[src/rtl/mix_pkg.sv]
// Shared types and default widths for the MIX block-move engine.
// Contents: MIX_ADDR_W / MIX_WORD_W / MIX_LEN_W defaults and the mov_state_t FSM encoding.
package mix_pkg;
   localparam int MIX_ADDR_W = 12;
   localparam int MIX_WORD_W = 31;
   localparam int MIX_LEN_W  = 6;

   typedef enum logic [1:0] {IDLE, READ, WRITE, FINISH} mov_state_t;
endpackage

[src/rtl/mov_addr_gen.sv]
// One memory pointer for the move engine (used for both source and destination).
// On load it starts at base (ascending) or base+len-1 (descending). Each step moves it
// by one word in the latched direction. Arithmetic wraps modulo 2**ADDR_W.
// Ports:
//   clk_i, reset_i   clock, async active-high reset
//   ld_i             load the pointer from base_i/len_i/desc_i
//   desc_i           direction at load time (1 = descending)
//   step_i           advance the pointer one word
//   base_i, len_i    first address and word count of the move
//   ptr_o            current pointer (register output)
module mov_addr_gen
   import mix_pkg::*;
#(
   parameter int ADDR_W = MIX_ADDR_W,
   parameter int LEN_W  = MIX_LEN_W
) (
   input  logic              clk_i,
   input  logic              reset_i,
   input  logic              ld_i,
   input  logic              desc_i,
   input  logic              step_i,
   input  logic [ADDR_W-1:0] base_i,
   input  logic [LEN_W-1:0]  len_i,
   output logic [ADDR_W-1:0] ptr_o
);
   localparam logic [ADDR_W-1:0] ONE = ADDR_W'(1);

   logic [ADDR_W-1:0] ptr_q, ptr_d, len_ext;
   logic              desc_q, desc_d;

   assign len_ext = {{(ADDR_W-LEN_W){1'b0}}, len_i};

   always_comb begin
      ptr_d  = ptr_q;
      desc_d = desc_q;
      if (ld_i) begin
         desc_d = desc_i;
         ptr_d  = desc_i ? (base_i + len_ext - ONE) : base_i;
      end else if (step_i) begin
         ptr_d  = desc_q ? (ptr_q - ONE) : (ptr_q + ONE);
      end
   end

   always_ff @(posedge clk_i or posedge reset_i) begin
      if (reset_i) begin
         ptr_q  <= '0;
         desc_q <= 1'b0;
      end else begin
         ptr_q  <= ptr_d;
         desc_q <= desc_d;
      end
   end

   assign ptr_o = ptr_q;
endmodule

[src/rtl/mov_engine.sv]
// MIX MOVE block-move engine: copies len_i words from src_addr_i to dst_addr_i using one
// read port and one write port. Copies descending when the destination overlaps the upper
// part of the source, so overlapping moves are correct.
// Build option: MOV_PIPE_EN overlaps reads and writes (1 word/cycle, start->done = len+2);
// without it reads and writes alternate (1 word/2 cycles, start->done = 2*len+1).
// Ports:
//   clk_i, reset_i            clock, async active-high reset
//   start_i, abort_i          move request (IDLE only) / early termination
//   src_addr_i, dst_addr_i    first source / destination address
//   len_i                     number of words
//   busy_o, done_o            move in progress / one-cycle completion pulse
//   mem_rd_o, mem_rd_addr_o   read strobe and address; mem_rd_data_i valid one cycle later
//   mem_wr_o, mem_wr_addr_o   write strobe and address
//   mem_wr_data_o             combinational copy of mem_rd_data_i
module mov_engine
   import mix_pkg::*;
#(
   parameter int ADDR_W = MIX_ADDR_W,
   parameter int LEN_W  = MIX_LEN_W,
   parameter int DATA_W = MIX_WORD_W
) (
   input  logic              clk_i,
   input  logic              reset_i,
   input  logic              start_i,
   input  logic              abort_i,
   input  logic [ADDR_W-1:0] src_addr_i,
   input  logic [ADDR_W-1:0] dst_addr_i,
   input  logic [LEN_W-1:0]  len_i,
   output logic              busy_o,
   output logic              done_o,
   output logic              mem_rd_o,
   output logic [ADDR_W-1:0] mem_rd_addr_o,
   input  logic [DATA_W-1:0] mem_rd_data_i,
   output logic              mem_wr_o,
   output logic [ADDR_W-1:0] mem_wr_addr_o,
   output logic [DATA_W-1:0] mem_wr_data_o
);
   localparam logic [LEN_W-1:0] CNT_ONE = LEN_W'(1);

   mov_state_t       state_q, state_d;
   logic [LEN_W-1:0] cnt_q, cnt_d;
   logic             busy_q, busy_d, done_q, done_d;
   logic             rd_q, rd_d, wr_q, wr_d;
   logic             abort_q, abort_d, ab;
   logic             ld, src_step, dst_step, desc;
   logic [ADDR_W:0]  src_x, dst_x, end_x;

   // Overlap test done one bit wider so src+len never wraps.
   assign src_x = {1'b0, src_addr_i};
   assign dst_x = {1'b0, dst_addr_i};
   assign end_x = src_x + {{(ADDR_W+1-LEN_W){1'b0}}, len_i};
   assign desc  = (dst_x > src_x) && (dst_x < end_x);

   assign ld = (state_q == IDLE) && start_i && (len_i != '0);
   // A one-cycle abort pulse must survive until the pending write retires.
   assign ab = abort_q | abort_i;

   always_comb begin
      state_d  = state_q;
      cnt_d    = cnt_q;
      busy_d   = busy_q;
      done_d   = 1'b0;
      rd_d     = 1'b0;
      wr_d     = 1'b0;
      abort_d  = abort_q;
      src_step = 1'b0;
      dst_step = 1'b0;
      case (state_q)
         IDLE: begin
            abort_d = 1'b0;
            if (start_i) begin
               if (len_i != '0) begin
                  cnt_d   = len_i;
                  busy_d  = 1'b1;
                  rd_d    = 1'b1;
                  state_d = READ;
               end else begin
                  done_d  = 1'b1;
                  state_d = FINISH;
               end
            end
         end
`ifdef MOV_PIPE_EN
         // cnt counts reads still to issue, including the one on the bus now.
         READ: begin
            if (abort_i) abort_d = 1'b1;
            src_step = 1'b1;
            dst_step = wr_q;
            cnt_d    = cnt_q - CNT_ONE;
            wr_d     = 1'b1;
            if ((cnt_q > CNT_ONE) && !ab) begin
               rd_d = 1'b1;
            end else begin
               state_d = WRITE;
            end
         end
         WRITE: begin
            dst_step = 1'b1;
            busy_d   = 1'b0;
            done_d   = 1'b1;
            state_d  = FINISH;
         end
`else
         READ: begin
            if (abort_i) abort_d = 1'b1;
            src_step = 1'b1;
            wr_d     = 1'b1;
            state_d  = WRITE;
         end
         // cnt counts words not yet written, including the one on the bus now.
         WRITE: begin
            dst_step = 1'b1;
            cnt_d    = cnt_q - CNT_ONE;
            if ((cnt_q > CNT_ONE) && !ab) begin
               rd_d    = 1'b1;
               state_d = READ;
            end else begin
               busy_d  = 1'b0;
               done_d  = 1'b1;
               state_d = FINISH;
            end
         end
`endif
         FINISH: begin
            state_d = IDLE;
         end
         default: state_d = IDLE;
      endcase
   end

   always_ff @(posedge clk_i or posedge reset_i) begin
      if (reset_i) begin
         state_q <= IDLE;
         cnt_q   <= '0;
         busy_q  <= 1'b0;
         done_q  <= 1'b0;
         rd_q    <= 1'b0;
         wr_q    <= 1'b0;
         abort_q <= 1'b0;
      end else begin
         state_q <= state_d;
         cnt_q   <= cnt_d;
         busy_q  <= busy_d;
         done_q  <= done_d;
         rd_q    <= rd_d;
         wr_q    <= wr_d;
         abort_q <= abort_d;
      end
   end

   mov_addr_gen #(.ADDR_W(ADDR_W), .LEN_W(LEN_W)) u_src (
      .clk_i(clk_i), .reset_i(reset_i), .ld_i(ld), .desc_i(desc), .step_i(src_step),
      .base_i(src_addr_i), .len_i(len_i), .ptr_o(mem_rd_addr_o)
   );

   mov_addr_gen #(.ADDR_W(ADDR_W), .LEN_W(LEN_W)) u_dst (
      .clk_i(clk_i), .reset_i(reset_i), .ld_i(ld), .desc_i(desc), .step_i(dst_step),
      .base_i(dst_addr_i), .len_i(len_i), .ptr_o(mem_wr_addr_o)
   );

   assign busy_o        = busy_q;
   assign done_o        = done_q;
   assign mem_rd_o      = rd_q;
   assign mem_wr_o      = wr_q;
   assign mem_wr_data_o = mem_rd_data_i;
endmodule
[config.mk]
export PLATFORM = sky130hd
export DESIGN_NAME = mov_engine
export DESIGN_NICKNAME = d
export VERILOG_FILES = /design/src/rtl/mix_pkg.sv /design/src/rtl/mov_addr_gen.sv /design/src/rtl/mov_engine.sv
export SDC_FILE = /design/constraint.sdc
export NUM_CORES = 1
export LEC_CHECK = 0
export CAP_MARGIN = 20
export CORE_MARGIN = 4
export CORE_UTILIZATION = 38
export CTS_BUF_LIST = sky130_fd_sc_hd__clkbuf_4 sky130_fd_sc_hd__clkbuf_8
export CTS_CLUSTER_DIAMETER = 40
export DETAILED_ROUTE_END_ITERATION = 10
export GPL_ROUTABILITY_DRIVEN = 0
export SYNTH_ARGS = -nofsm -noshare
export SYNTH_HDL_FRONTEND = slang
export SYNTH_SLANG_ARGS = --single-unit
[constraint.sdc]
create_clock -name clk_i -period 3.5 [get_ports clk_i]
set_clock_uncertainty 0.2 [all_clocks]
set_input_delay 0.7 -clock clk_i [delete_from_list [all_inputs] [get_ports clk_i]]
set_output_delay 0.7 -clock clk_i [all_outputs]
set_load 0.03 [all_outputs]
==> results of run 1 <==
==> cell usage in the layout (no fill, tap or decap), types with 4 or more instances in the layout <==
cell type and instances:
fa_1 4, inv_1 56, o21ai_2 5, a211oi_1 8, clkbuf_8 5, nand2_1 30, buf_4 100, nor3_1 10
a21oi_2 9, o21ai_1 25, buf_6 5, buf_12 6, a21oi_1 47, o21bai_1 4, xor2_1 16, ha_1 79
a21o_1 10, o21a_1 11, xnor2_1 27, clkdlybuf4s50_1 49, nand2b_1 8, o21ai_0 15, dfrtp_1 38, a31oi_1 4
mux2i_1 4, or3_1 4, nor2b_1 9, nand3_1 9, inv_2 9, nor2_1 48, o211ai_1 8, ha_4 7
==> power by group through the flow <==
stage | logic, mW | clock network, mW | registers, mW
2_1_floorplan | 2.19 | 0 | 1.17
3_3_place_gp | 3.38 | 0 | 0.904
3_5_place_dp | 3.46 | 0 | 0.913
4_1_cts | 3.54 | 0.470 | 0.906
5_1_grt | 4.01 | 0.479 | 0.942
6_report | 3.64 | 0.460 | 0.907
==> state kept, by name, indices dropped and copies added, names as in the netlist <==
name          flops
abort_q           1
u_dst.desc_q      1
state_q           2
done_o            1
cnt_q             6
mem_rd_o          1
u_dst.ptr_o      12
mem_wr_o          1
busy_o            1
u_src.ptr_o      12
==> layer usage <==
| layer | global-route usage (%) | up-vias | share of wire (%) |
|---|---|---|---|
| li1 | - | 2433 | - |
| met1 | 26.6 | 2266 | 47 |
| met2 | 32.9 | 105 | 47 |
| met3 | 1.97 | 26 | 4.1 |
| met4 | 5.95 | 0 | 1.8 |
| met5 | 0 | - | 0 |
==> per-stage QoR <==
stage	instance area, sq um	power (mW)	cells	hold slack (ns)	utilization [%]
2_1_floorplan	5140	3.37	627	0.263	-
3_3_place_gp	6430	4.29	914	0.272	50.3
3_5_place_dp	6430	4.38	914	0.282	50.3
4_1_cts	6750	4.91	929	0.302	52.9
5_1_grt	6980	5.43	933	0.308	54.7
6_report	6980	5.01	933	0.302	54.7
==> timing repair <==
action                                  4_1_cts  5_1_grt
resized for setup                            58       53
buffers inserted                              7        3
gates cloned                                  0        2
pin swaps                                    33       33
endpoints found under the setup margin       25       25
==> critical path, cell delays in order <==
cell,delay (ns)
buf_12,0.11
inv_12,0.05
ha_4,0.19
a21o_1,0.21
a21oi_4,0.14
o21bai_1,0.11
a21oi_2,0.16
nor2_1,0.07
o21a_1,0.24
xnor2_1,0.15
ha_1,0.31
nand2_1,0.06
o21a_1,0.19
o21ai_2,0.14
a21oi_2,0.06
o21ai_4,0.25
buf_6,0.17
mux2i_4,0.24
nor2_2,0.06
a21oi_1,0.11
o21ai_1,0.09
==> final timing paths <==
check,startpoint,to,depth (start not counted)
setup / recovery,len_i[1],u_dst.ptr_o[9],21
min in group asynchronous,reset_i,u_src.ptr_o[7],3
hold reg to reg,busy_o,busy_o,2
setup reg to reg,u_dst.desc_q,u_src.ptr_o[11],11
hold / removal,busy_o,busy_o,2
max in group asynchronous,reset_i,cnt_q[4],3
==> cell families (layout without fill, tap and decap cells) <==
logic type | after synthesis | count (layout) | synth area share [%]
xor+xnor | 45 | 45 | 7.83
mux | 8 | 8 | 1.62
compound gates | 178 | 178 | 22.3
buf+inv | 113 | 247 | 11.2
fa+ha+maj | 93 | 93 | 23.9
simple gates | 152 | 152 | 14.3
flops | 38 | 38 | 18.9
==> final cells by class <==
cell class,instances,share of cell area (%)
inverter,68,3.98
multi-input combinational,476,55.5
clock buffer,5,0.986
timing repair buffer,171,21.9
clock inverter,3,0.986
sequential,38,13.6
tap,172,3.08
==> flow_summary.yaml, run 1 <==
clock_tree:
  holdBufCountCts: 0
  cts_tree: "yes"
  clk_pin_slew_worst_paths_ns: 0.09
  clock-sinks: 38
  clock_tree.buffer_depth: 2
  cts_max_level: 2
  cts_made_buffers: 5
  insertion_delay_ns: 0.30
  clk_root_buffer_cell: "clkbuf_8"
routing:
  drc: 0
  detailedRoute.firstPassIterationCount: 5
  vias_per_cell: 5.18
  first_iter_violations: 258
  drt-total-wl_mm: 14.9
  routedWlPerCell_um: 16.0
  routed-via-count: 4830
  postRouteAntennaNets: 0
worst_setup_path:
  type_of_element_capturing_the_critical_path: "flop"
  path_max_fanout: 4
  crit_type: "in2reg"
  cp_data_arrival_time_ns: 3.81
  critical_path.startpoint_type: "primary input"
  cp_data_required_time_ns: 3.49
  reg2reg_setup_slack_ns: 0.48
sta:
  setup_viol: 25
  final-max-slew-violation-count: 0
  worst_pin_slew_ns: 0.672
  final.setup.worst_slack_ns: -0.327
  maxClockFrequency_ghz: 0.261
  timing_hold_violations_final: 0
  setup-tns-final_ns: -6.00
  grt_setup_unrepaired: "yes"
  final.min_clock_period_ns: 3.83
  maxSlewHeadroom_pct: 55.1
  period_share_pct: 109
pwr:
  leakage_nw: 3.30
  power_frac_clock_pct: 9.2
  power.net_switching_mw: 2.41
  p_comb_share_pct: 72.7
  seq_power_share_pct: 18.1
  power_switching_share_pct: 48.0
  power_density_nw_per_um2: 717
  power.ir.vdd_worst_mv: 0.253
  p_int_mw: 2.60
yosys:
  netlist.top_cell.by_area: "ha_1"
  synth_seq_cells: 38
  yosys_most_used_dff: "dfrtp_1"
  post-synth-top-area-fraction_pct: 21.9
  syn_inst: 627
  synth_area_leaders: "ha_1 (22%), dfrtp_1 (19%), a21oi_1 (5.9%)"
  avgSynthCellArea_sq_um: 8.03
  synthDistinctLibCells: 58
  synth-edff-count: 0
  syn-cell-area_sq_um: 5030
  fraction_of_registers_with_async_set_or_reset_after_synthesis_pct: 100
  net_count_after_synthesis: 785
  post-synth-top-count-cell: "ha_1"
  synth_sequential_area_ratio_pct: 18.9
  synthesis.yosys.warnings: 0
  top_cell_types_by_occurrence_after_synthesis: "ha_1 (88), inv_1 (66), a21oi_1 (59)"
die:
  rows: 41
  core_area_sq_um: 12800
  fp.dieArea_sq_um: 15200
  initial_core_utilization_pct: 39.4
  chipHeight_um: 123
  chipWidth_um: 123
  ioPinCount: 124
cells_and_area:
  multiInputGateArea_sq_um: 3870
  final_layout_size_suffix_gt1_share_pct: 26.0
  num-fill-cells: 1168
  num-nets-final: 918
  area_growth_pct: 38.7
  antenna-diode-count: 0
  seqCellArea_sq_um: 951
global_routing:
  grt_overflow: 0
  grt_first_pass_wirelength_mm: 23.6
  first_global_vias: 4781
  grt_start_max_net_pins: 39
  total_routing_usage_gr_pct: 19.6
  antenna_found_initial: 0
flow_run:
  maxCapViolations: 0
run_status:
  violations: "negative setup slack"
  status: "complete, but fails checks"
placed_design:
  place_hpwl_mm: 11.9
  preCtsSetupSlack_ns: -1.09
  port_bufs: 61
worst_hold_path:
  class_of_the_worst_hold_path: "reg2reg"
Power figures use the tool's default switching activity.
==> run 2: changes to the inputs <==
--- a/config.mk
+++ b/config.mk
@@ -12,6 +12,7 @@
 export CTS_CLUSTER_DIAMETER = 40
 export DETAILED_ROUTE_END_ITERATION = 10
 export GPL_ROUTABILITY_DRIVEN = 0
+export REMOVE_ABC_BUFFERS = 1
 export SYNTH_ARGS = -nofsm -noshare
 export SYNTH_HDL_FRONTEND = slang
 export SYNTH_SLANG_ARGS = --single-unit
==> flow_summary.yaml, run 2 (synthesized netlist as in run 1, its figures left out) <==
cells_and_area:
  final_layout_size_suffix_gt1_share_pct: 28.0
  final-instance-count-excl-fill: 944
  area_growth_pct: 40.8
  num-nets-final: 929
  commonest_non_fill_non_tap_cell_in_the_layout: "buf_4"
  antenna-diode-count: 0
  mostFrequentLayoutCells: "buf_4 (101), ha_1 (79), inv_1 (55)"
  finish.utilization_pct: 55.5
  final_cell_area_excluding_filler_cells_sq_um: 7090
worst_setup_path:
  worstPathCellList: "buf_6 > ha_4 > inv_2 > fa_2 > nor2b_4 > o31ai_4 > buf_6 > a21oi_2 > or2_1 > xnor2_1 > ha_1 > a21oi_2 > o21a_1 > o21ai_2 > a21oi_2 > o21ai_4 > buf_12 > buf_16 > nor2_4 > a21oi_2 > a21oi_1 > a21o_1"
  cell_with_the_largest_stage_delay_on_the_worst_path: "ha_1"
  reg2reg_setup_slack_ns: 0.45
  cp_data_arrival_time_ns: 3.81
  reg2reg_depth: 11
  worst_r2r_startpoint: "u_dst.desc_q"
  critPathMostFrequentCell: "a21oi_2"
  cp_data_required_time_ns: 3.49
  crit_type: "in2reg"
  timing.critical_path.from: "src_addr_i[0]"
  critical_path.startpoint_type: "primary input"
  r2r-end: "u_dst.ptr_o[11]"
  cpPeakStageDelay_ns: 0.31
  path_max_fanout: 7
  type_of_element_capturing_the_critical_path: "flop"
die:
  ioPinCount: 124
  chipHeight_um: 123
  rows: 41
  chipWidth_um: 123
  initial_core_utilization_pct: 39.4
  fp.dieArea_sq_um: 15200
  core_area_sq_um: 12800
global_routing:
  grt_overflow: 0
  grt_start_max_net_pins: 39
  total_routing_usage_gr_pct: 21.3
  first_global_vias: 5088
  antenna_found_initial: 0
  grt_first_pass_wirelength_mm: 25.4
routing:
  detailedRoute.firstPassIterationCount: 4
  drc: 0
  first_iter_violations: 265
  postRouteAntennaNets: 0
  routed-via-count: 4869
  routedWlPerCell_um: 16.4
  vias_per_cell: 5.16
  drt-total-wl_mm: 15.5
run_status:
  violations: "negative setup slack"
  status: "complete, but fails checks"
worst_hold_path:
  min_path_cells: 2
  class_of_the_worst_hold_path: "reg2reg"
  min-delay-start: "busy_o"
  whs_endpoint: "busy_o"
clock_tree:
  insertion_delay_ns: 0.30
  holdBufCountCts: 0
  clk_root_buffer_cell: "clkbuf_8"
  cts_tree: "yes"
  cts_max_level: 2
  cts_made_buffers: 5
  clock_tree.buffer_depth: 2
  clk_pin_slew_worst_paths_ns: 0.08
  clock-sinks: 38
sta:
  grt_setup_unrepaired: "yes"
  maxClockFrequency_ghz: 0.262
  setup-tns-final_ns: -5.80
  setup_viol: 25
  maxSlewHeadroom_pct: 29.7
  timing_hold_violations_final: 0
  period_share_pct: 109
  worst_pin_slew_ns: 1.05
  hold_slack_ns: 0.293
  final-max-slew-violation-count: 0
  final.min_clock_period_ns: 3.82
  final.setup.worst_slack_ns: -0.318
placed_design:
  place_hpwl_mm: 12.5
  dp_cells: 915
  place_area_sq_um: 6360
  port_bufs: 61
  preCtsSetupSlack_ns: -1.28
pwr:
  p_int_mw: 2.51
  seq_power_share_pct: 18.5
  p_comb_share_pct: 74.8
  leakage_nw: 3.33
  power_switching_share_pct: 48.6
  post-layout-total-power_mw: 4.89
  power.ir.vdd_worst_mv: 0.260
  power.net_switching_mw: 2.38
  power_frac_clock_pct: 6.7
  power_density_nw_per_um2: 690
flow_run:
  maxCapViolations: 0
[run 2: changes by cell type in the layout (fill, tap and decap cells not counted), moves of 2 or more]
cell,previous run,this run
a21oi_1,47,42
a21oi_2,9,13
buf_16,0,2
buf_6,5,15
bufinv_16,2,0
inv_2,9,11
nand2_1,30,28
nor2_1,48,44
nor2_4,0,4
xnor2_1,27,29
[run 2: worst max path at each step]
stage	end	slack (ns)	depth (start not counted)
floorplan	u_dst.ptr_o[11]	-1.08	18
global placement	u_dst.ptr_o[11]	-1.13	19
detailed placement	u_dst.ptr_o[11]	-1.28	19
CTS	u_dst.ptr_o[9]	-0.30	22
global route	u_src.ptr_o[3]	-0.46	21
finish	u_dst.ptr_o[7]	-0.32	22
[run 2: critical path, delay by kind of cell]
kind	cells	cell delay [ns]
xor gates and xnor gates	1	0.14
adders and majority gates	3	0.70
AOI/OAI and AO/OA	10	1.36
buffers and inverters	5	0.59
and+or+nand+nor	3	0.32
[run 2: area by class of cell]
| class | instances | area [sq um] |
|---|---|---|
| clock buffers | 6 | 82.6 |
| clock inverters | 2 | 12.5 |
| fillers | 1160 | 5690 |
| inverters | 68 | 263 |
| multi-input cells | 476 | 3900 |
| flip-flops and latches | 38 | 951 |
| well taps | 172 | 215 |
| repair buffers | 182 | 1670 |
[run 2: repair_timing]
item	CTS	global route
buffers inserted	18	2
resized for setup	124	25
gates cloned	4	0
endpoints found under the setup margin	25	25
pin swaps	55	28
[run 2: per-layer routing]
layer,up-vias,part of all wire (%),GRT usage [%]
met5,-,0,1.74
met3,12,5.5,4.85
met1,2289,45,27.7
met4,0,1.2,4.84
met2,114,48,36.0
li1,2454,-,-
[run 2: power groups by stage]
stage / clock (mW) / combinational [mW] / sequential, mW
after floorplan: 0 / 2.05 / 1.18
after global placement: 0 / 3.36 / 0.900
after detailed placement: 0 / 3.44 / 0.911
after CTS: 0.336 / 3.65 / 0.903
after global routing: 0.353 / 4.06 / 0.941
final: 0.328 / 3.66 / 0.905
